==> src/rtl/alu_seq_pkg.sv <==
// Shared encodings for the ALU instruction sequencer: opcode/opext codes,
// controller state encoding, PSR flag bit positions and small decode helpers.
package alu_seq_pkg;

    // Opcode / opext codes (register form uses op = OP_RTYPE with opext)
    localparam logic [3:0] OP_RTYPE = 4'h0;
    localparam logic [3:0] OP_AND   = 4'h1;
    localparam logic [3:0] OP_OR    = 4'h2;
    localparam logic [3:0] OP_XOR   = 4'h3;
    localparam logic [3:0] OP_ADD   = 4'h5;
    localparam logic [3:0] OP_SUB   = 4'h9;
    localparam logic [3:0] OP_CMP   = 4'hB;
    localparam logic [3:0] OP_MOV   = 4'hD;

    // PSR flag bit indices, psr = {N,Z,L,F,C}
    localparam int PSR_C = 0;
    localparam int PSR_F = 1;
    localparam int PSR_L = 2;
    localparam int PSR_Z = 3;
    localparam int PSR_N = 4;
    localparam int PSR_W = 5;

    // Controller states
    typedef enum logic [1:0] {
        ST_IDLE = 2'd0,
        ST_READ = 2'd1,
        ST_EXEC = 2'd2,
        ST_WB   = 2'd3
    } state_t;

    // True for any operation code this sequencer knows how to execute
    function automatic logic is_supported(input logic [3:0] code);
        case (code)
            OP_AND, OP_OR, OP_XOR, OP_ADD,
            OP_SUB, OP_CMP, OP_MOV: is_supported = 1'b1;
            default:                is_supported = 1'b0;
        endcase
    endfunction

    // True for the arithmetic group: sign-extended immediates, PSR update
    function automatic logic is_arith(input logic [3:0] code);
        case (code)
            OP_ADD, OP_SUB, OP_CMP: is_arith = 1'b1;
            default:                is_arith = 1'b0;
        endcase
    endfunction

endpackage

==> src/rtl/alu_seq_decode.sv <==
// Combinational decode of a latched instruction: form, immediate extension,
// write-back/PSR side effects and legality.
module alu_seq_decode
    import alu_seq_pkg::*;
#(
    parameter int WIDTH = 16
) (
    input  logic [WIDTH-1:0] instr,
    output logic             is_imm,
    output logic             sign_ext,
    output logic             writes_reg,
    output logic             writes_psr,
    output logic             illegal,
    output logic [WIDTH-1:0] ext_imm
);

    logic [3:0] op_s;
    logic [3:0] opext_s;
    logic [3:0] code_s;
    logic       legal_s;
    logic [7:0] imm8_s;

    assign op_s    = instr[15:12];
    assign opext_s = instr[7:4];
    assign imm8_s  = instr[7:0];

    // Pick the effective operation code and classify the encoding
    always_comb begin
        code_s  = 4'h0;
        legal_s = 1'b0;
        is_imm  = 1'b0;
        if (op_s == OP_RTYPE) begin
            code_s  = opext_s;
            is_imm  = 1'b0;
            legal_s = is_supported(opext_s);
        end else begin
            code_s  = op_s;
            is_imm  = 1'b1;
            legal_s = is_supported(op_s);
        end
        sign_ext   = legal_s & is_imm & is_arith(code_s);
        writes_reg = legal_s & (code_s != OP_CMP);
        writes_psr = legal_s & is_arith(code_s);
        illegal    = ~legal_s;
    end

    // Extend imm8 to the datapath width; arithmetic ops sign-extend
    always_comb begin
        if (sign_ext) begin
            ext_imm = {{(WIDTH-8){imm8_s[7]}}, imm8_s};
        end else begin
            ext_imm = {{(WIDTH-8){1'b0}}, imm8_s};
        end
    end

endmodule

==> src/rtl/alu_sequencer.sv <==
// Multicycle controller executing one ALU instruction at a time:
// IDLE -> READ (operand fetch) -> EXEC (latch result/flags) -> WB (write-back).
// Holds the architectural PSR; regfile, alucontrol and alu are external.
module alu_sequencer
    import alu_seq_pkg::*;
#(
    parameter int WIDTH   = 16,
    parameter int REGS_AW = 4
) (
    input  logic               clk,
    input  logic               reset_n,
    input  logic               instr_valid,
    input  logic [WIDTH-1:0]   instr,
    output logic               instr_ready,
    output logic [REGS_AW-1:0] ra1,
    output logic [REGS_AW-1:0] ra2,
    input  logic [WIDTH-1:0]   rd1,
    input  logic [WIDTH-1:0]   rd2,
    output logic [REGS_AW-1:0] wa,
    output logic [WIDTH-1:0]   wd,
    output logic               regwrite,
    output logic [WIDTH-1:0]   alu_rsrc,
    output logic [WIDTH-1:0]   alu_rdest,
    output logic [3:0]         alu_opcode,
    output logic [3:0]         alu_opext,
    input  logic [WIDTH-1:0]   alu_result,
    input  logic [PSR_W-1:0]   alu_psr,
    output logic [PSR_W-1:0]   psr,
    output logic               done,
    output logic               illegal
);

    state_t             state_r;
    state_t             state_next_s;
    logic [WIDTH-1:0]   instr_r;
    logic [WIDTH-1:0]   rsrc_r;
    logic [WIDTH-1:0]   rdest_r;
    logic [WIDTH-1:0]   result_r;
    logic [PSR_W-1:0]   psr_r;
    logic [WIDTH-1:0]   rsrc_sel_s;

    logic               accept_s;
    logic               instr_ready_s;
    logic               regwrite_s;
    logic               done_s;
    logic               illegal_s;

    logic               dec_is_imm_s;
    logic               dec_sign_ext_s;
    logic               dec_writes_reg_s;
    logic               dec_writes_psr_s;
    logic               dec_illegal_s;
    logic [WIDTH-1:0]   dec_ext_imm_s;

    alu_seq_decode #(
        .WIDTH      (WIDTH)
    ) u_decode (
        .instr      (instr_r),
        .is_imm     (dec_is_imm_s),
        .sign_ext   (dec_sign_ext_s),
        .writes_reg (dec_writes_reg_s),
        .writes_psr (dec_writes_psr_s),
        .illegal    (dec_illegal_s),
        .ext_imm    (dec_ext_imm_s)
    );

    // State register; reset returns to IDLE so regwrite drops immediately
    always_ff @(posedge clk or negedge reset_n) begin
        if (!reset_n) begin
            state_r <= ST_IDLE;
        end else begin
            state_r <= state_next_s;
        end
    end

    // Next-state and per-state control; outputs depend only on registers
    always_comb begin
        state_next_s  = state_r;
        accept_s      = 1'b0;
        instr_ready_s = 1'b0;
        regwrite_s    = 1'b0;
        done_s        = 1'b0;
        illegal_s     = 1'b0;
        case (state_r)
            ST_IDLE: begin
                instr_ready_s = 1'b1;
                if (instr_valid) begin
                    accept_s     = 1'b1;
                    state_next_s = ST_READ;
                end else begin
                    state_next_s = ST_IDLE;
                end
            end
            ST_READ: begin
                if (dec_illegal_s) begin
                    illegal_s    = 1'b1;
                    state_next_s = ST_IDLE;
                end else begin
                    state_next_s = ST_EXEC;
                end
            end
            ST_EXEC: begin
                state_next_s = ST_WB;
            end
            ST_WB: begin
                instr_ready_s = 1'b1;
                done_s        = 1'b1;
                regwrite_s    = dec_writes_reg_s;
                if (instr_valid) begin
                    accept_s     = 1'b1;
                    state_next_s = ST_READ;
                end else begin
                    state_next_s = ST_IDLE;
                end
            end
            default: begin
                state_next_s = ST_IDLE;
            end
        endcase
    end

    // Source operand: register data for R-form, extended immediate otherwise
    always_comb begin
        case ({dec_is_imm_s, dec_sign_ext_s})
            2'b00:   rsrc_sel_s = rd1;
            2'b10:   rsrc_sel_s = dec_ext_imm_s;
            2'b11:   rsrc_sel_s = dec_ext_imm_s;
            default: rsrc_sel_s = rd1;
        endcase
    end

    // Instruction latch; only loads on an accepted handshake
    always_ff @(posedge clk or negedge reset_n) begin
        if (!reset_n) begin
            instr_r <= {WIDTH{1'b0}};
        end else if (accept_s) begin
            instr_r <= instr;
        end
    end

    // Operand latches, loaded at the end of a legal READ
    always_ff @(posedge clk or negedge reset_n) begin
        if (!reset_n) begin
            rsrc_r  <= {WIDTH{1'b0}};
            rdest_r <= {WIDTH{1'b0}};
        end else if ((state_r == ST_READ) && !dec_illegal_s) begin
            rsrc_r  <= rsrc_sel_s;
            rdest_r <= rd2;
        end
    end

    // Result and PSR capture at the end of EXEC; only arithmetic ops touch flags
    always_ff @(posedge clk or negedge reset_n) begin
        if (!reset_n) begin
            result_r <= {WIDTH{1'b0}};
            psr_r    <= {PSR_W{1'b0}};
        end else if (state_r == ST_EXEC) begin
            result_r <= alu_result;
            if (dec_writes_psr_s) begin
                psr_r <= alu_psr;
            end
        end
    end

    assign instr_ready = instr_ready_s;
    assign regwrite    = regwrite_s;
    assign done        = done_s;
    assign illegal     = illegal_s;
    assign ra1         = instr_r[3:0];
    assign ra2         = instr_r[11:8];
    assign wa          = instr_r[11:8];
    assign wd          = result_r;
    assign alu_rsrc    = rsrc_r;
    assign alu_rdest   = rdest_r;
    assign alu_opcode  = instr_r[15:12];
    assign alu_opext   = instr_r[7:4];
    assign psr         = psr_r;

endmodule

==> config.mk <==
export PLATFORM = sky130hd
export DESIGN_NAME = alu_sequencer
export DESIGN_NICKNAME = d
export VERILOG_FILES = /design/src/rtl/alu_seq_pkg.sv /design/src/rtl/alu_seq_decode.sv /design/src/rtl/alu_sequencer.sv
export SDC_FILE = /design/constraint.sdc
export NUM_CORES = 1
export LEC_CHECK = 0
export ABC_AREA = 0
export CORE_UTILIZATION = 25
export CTS_CLUSTER_SIZE = 30
export DETAILED_ROUTE_END_ITERATION = 10
export SYNTH_ARGS = -nofsm -noshare
export SYNTH_HDL_FRONTEND = slang
export SYNTH_SLANG_ARGS = --single-unit
==> constraint.sdc <==
create_clock -name clk -period 3.9 [get_ports clk]
set_clock_uncertainty 0.2 [all_clocks]
set_input_delay 0.975 -clock clk [delete_from_list [all_inputs] [get_ports clk]]
set_output_delay 0.975 -clock clk [all_outputs]
set_load 0.05 [all_outputs]
Word-level counts from Yosys, hierarchy flattened
Cells that the tools add are included.

storage, ports and cells
  flip-flop bits (word level) = 71
  output and inout bits = 77
  word-level logic and storage cells = 60

operators by class
  equal/unequal tests = 23
  muxes and demuxes = 18
  bitwise gates (word level) = 4
  reductions and logical operators = 9

operators with widths
  operator            number
  $eq 4x4->1 const B  8
  $mux 16             2
  $eq 4x2->1 const B  4
  $reduce_or 7->1     2
  $mux 1              13
  $eq 4x3->1 const B  3
  $eq 2x2->1 const B  4
  $eq 4x1->1 const B  2
  $pmux 2 s3          1
  $and 1x1->1         4
  $logic_not 4->1     1
  $mux 4              1
  $ne 4x4->1 const B  1
  $reduce_or 2->1     2
  $reduce_or 3->1     1
  $eq 2x1->1 const B  1
  $logic_not 2->1     1
  $mux 2              1
  $reduce_and 2->1    1
  $logic_and 1x1->1   1

Logic depth before layout (Yosys ltp)
  depth in word-level cells = 9
  mapped depth = 6

Modules after synthesis
From an unflattened synthesis, not the netlist that was laid out.

unflattened totals
  cell total of the unflattened synthesis = 227
  area, all modules = 3331.9 µm²

by module, submodules not included
  module          instances  cells an instance  area each (µm²)
  alu_sequencer   1          183                3011.6
  alu_seq_decode  1          44                 320.3

Least setup slack after synthesis
OpenSTA, ideal clock, no wires.

  kind = flip-flop to output port
  start point = register instr_r[12]
  end point = output port regwrite
  arrival time = 2.312 ns
  required time = 2.725 ns
  path slack = 0.413 ns
  stages on the path, launching flop included = 7
  buffers on the path = 2
  cell sequence = dfrtp_1 -> buf_2 -> nor4_4 -> a32o_2 -> or2_1 -> buf_2 -> nor2_1

between the ends
  word-level cells in the longest chain between the ends = 6

ends and longest elaborated chain
  item                                      line                  RTL
  start, declared                           alu_sequencer.sv:35   logic [WIDTH-1:0] instr_r;
  start signal, assigned                    alu_sequencer.sv:135  instr_r <= {WIDTH{1'b0}};
  start signal, assigned                    alu_sequencer.sv:137  instr_r <= instr;
  $eq 4x1->1, or another cell as far along  alu_seq_pkg.sv:33     case (code)
  $reduce_or 7->1                           alu_seq_pkg.sv:33
  $mux 1                                    alu_seq_pkg.sv:33
  $mux 1                                    alu_seq_decode.sv:32  if (op_s == OP_RTYPE) begin
  $and 1x1->1 *                             alu_seq_decode.sv:42  writes_reg = legal_s & (code_s != OP_CMP);
  $mux 1 *                                  alu_sequencer.sv:84   case (state_r)
  end, declared                             alu_sequencer.sv:21   output logic regwrite,

Mark *: on every way between the ends. The rest lies on a longest branch, timed or not.

Final worst setup path
  start point = register instr_r[14]
  end point = output port illegal

between the ends
  word-level cells in the longest chain between the ends = 6

ends and longest elaborated chain
  item                                      line                  RTL
  $eq 4x1->1, or another cell as far along  alu_seq_pkg.sv:33
  $reduce_or 7->1                           alu_seq_pkg.sv:33
  $mux 1                                    alu_seq_pkg.sv:33
  $mux 1 *                                  alu_seq_decode.sv:32
  $mux 1 *                                  alu_sequencer.sv:95   if (dec_illegal_s) begin
  $mux 1 *                                  alu_sequencer.sv:84
  end, declared                             alu_sequencer.sv:30   output logic illegal

Marked as above.

==> impl_metrics.json <==
{
  "die_h_um": 114,
  "ys_ff_latch": 71,
  "grt_start_max_net_pins": 72,
  "syn_nets": 292,
  "crit_arrival_ps": 2320,
  "min_period_over_period_pct": 89.7,
  "ys_warn_count": 0,
  "rsz0062_at_grt": "false",
  "route.detailed.drc": 0,
  "n_antenna_cell": 0,
  "clk_pin_slew_worst_paths_ps": 50,
  "crit_buf_inv": 2,
  "synth_flop_cell": "dfrtp_1",
  "cp-endpoint": "illegal",
  "pin_count": 149,
  "drtIter0Drc": 88,
  "synth-edff-count": 0,
  "rows": 40,
  "cts_resized": 0,
  "outcome": "complete, no violations",
  "syn_area_per_cell_um2": 14.5,
  "coreArea_mm2": 0.0121,
  "relSlewSlack_pct": 37.9,
  "tightest_slew_ps": 932,
  "crit_cells": 6,
  "initial_utilization_pct": 25.9,
  "htreeDepth": 3,
  "ant_nets": 0,
  "ys_types": 29,
  "dr.pass1.iters": 4,
  "regArea_mm2": 0.00178,
  "setup_viol": 0,
  "critPathTopFamily": "simple AND/OR/NAND/NOR gates",
  "met1_length_um": 3380,
  "slowest_stage": "dfrtp_1",
  "portBuffers": 148,
  "viasPerCell": 4.32,
  "highest_layer": "met4",
  "cts_buffer_depth": 2,
  "clk_latency_ps": 330,
  "place.gp.congestion": 0.757,
  "wl_per_cell_um": 15.4,
  "hold_violations": 0,
  "grt_overflow": 0,
  "syn_area_mm2": 0.00314,
  "nets": 439,
  "r2r_slack_ps": 1140,
  "hold_path_class": "reg2reg",
  "cts_root_buf": "clkbuf_16",
  "cts_setup_buffers": 0,
  "path_max_fanout": 19,
  "wl_um": 8240,
  "clkSinkCount": 71,
  "crit_required_ps": 2720,
  "async_reset_ff_share_pct": 100,
  "wl_met2_um": 4000,
  "place_hpwl_um": 5820,
  "die_w_um": 114,
  "cts_tree": "done",
  "slowest_delay_ps": 470,
  "fillCellCount": 1169,
  "dieArea_mm2": 0.0130,
  "rr_endpoint": "alu_rdest[0]",
  "drv_slew": 0,
  "path_cells": "nor4_4 -> buf_4 -> a32o_2 -> or2_1 -> and2_1 -> buf_12",
  "synthCells": 216,
  "antenna_found_initial": 0,
  "maxCapViolations": 0,
  "area_growth_pct": 61.4,
  "period_needed_ps": 3500,
  "timing.fmax_mhz": 286,
  "crit_start": "instr_r[14]",
  "wl_met3_um": 743,
  "path_class": "reg2out",
  "startpoint_type": "register",
  "tns_ps": 0,
  "vias": 2311,
  "track_usage_pct": 13.3,
  "cts_buffers": 9,
  "layout-drive-gt1-share_pct": 24.8,
  "multiInputGateArea_mm2": 0.00125,
  "endpoint_kind": "primary output",
  "grt_pass1_wl_um": 13000,
  "hold_buffers": 0,
  "r2r_cells": 6,
  "reg2reg_from": "instr_r[12]",
  "ys_seq_area_share_pct": 56.6,
  "grt_pass1_vias": 2456
}
sequential cells by signal, indices dropped and copies added, names as in the netlist:
signal     cells
alu_rdest     16
alu_rsrc      16
instr_r       16
state_r        2
wd            16
psr            5
metal layers:
metal  track usage, %  up-vias
met2             21.3      102
met3             6.75       11
met1             15.3     1143
met5                0        -
li1                 -     1055
met4             4.94        0
stage by stage:
stage                     util [%]  setup WS [ps]  cells  cell area (um2)  hold WS, ps
after floorplan                  -            413    216             3140          421
after detailed placement      39.3            750    520             4760          285
after CTS                     41.8            369    535             5060          297
final                         41.8            400    535             5060          293
after global routing          41.8            195    535             5060          319
after global placement        39.3            774    520             4760          277
kinds of logic after synthesis:
kind of cell / share of synthesized area (%)
adder cells (fa/ha/maj): 1.60
buffers and inverters: 3.59
multiplexers: 27.0
AND/OR/NAND/NOR: 5.70
flip-flops: 56.6
AO/OA/AOI/OAI: 5.43
placed cells by master (no fill, tap or decap), types with 2 or more instances in the layout:
cell,synthesis,final
a21oi_1,3,3
nand2b_1,2,2
nand2_1,19,19
mux2_4,22,22
o21ai_0,4,4
mux2_2,44,44
clkbuf_8,0,2
inv_1,4,4
clkdlybuf4s50_1,0,145
buf_4,4,5
nor4b_1,3,3
clkinv_2,0,3
nor2_1,4,4
dfrtp_1,71,71
clkbuf_16,0,9
ha_1,4,4
mux2_1,2,2
o32a_1,8,8
cells in the mapped netlist, types with 2 or more instances:
cell type / n / share of area (%)
mux2_4: 22 / 11
dfrtp_1: 71 / 57
o32a_1: 8 / 2.6
buf_6: 3 / 1.1
nand2b_1: 2 / 0.40
buf_4: 4 / 0.96
buf_1: 2 / 0.24
nor4b_1: 3 / 0.84
inv_1: 4 / 0.48
nor2_1: 4 / 0.48
clkbuf_1: 3 / 0.36
mux2_1: 2 / 0.72
a21oi_1: 3 / 0.48
buf_2: 3 / 0.48
mux2_2: 44 / 16
ha_1: 4 / 1.6
nand2_1: 19 / 2.3
o21ai_0: 4 / 0.64
layout make-up:
type | count | area share, %
Clock inverter | 4 | 0.890
Timing Repair Buffer | 151 | 29.8
Inverter | 4 | 0.297
Sequential cell | 71 | 35.1
Multi-Input combinational cell | 126 | 24.8
Tap cell | 168 | 4.15
Clock buffer | 11 | 4.99
how the worst min path moves through the flow:
stage,start,endpoint,slack (ps),depth (start not counted)
final,alu_rdest[0],alu_rdest[0],290,1
after global routing,alu_rdest[13],alu_rdest[13],320,1
after CTS,alu_rdest[0],alu_rdest[0],300,1
after detailed placement,alu_rdest[0],alu_rdest[0],280,1
after global placement,alu_rdest[0],alu_rdest[0],280,1
after floorplan,state_r[0],state_r[0],420,2
Power is left out: the tool's default activity adds up to more than one toggle a clock period on the data nets, which glitch-free logic cannot reach.
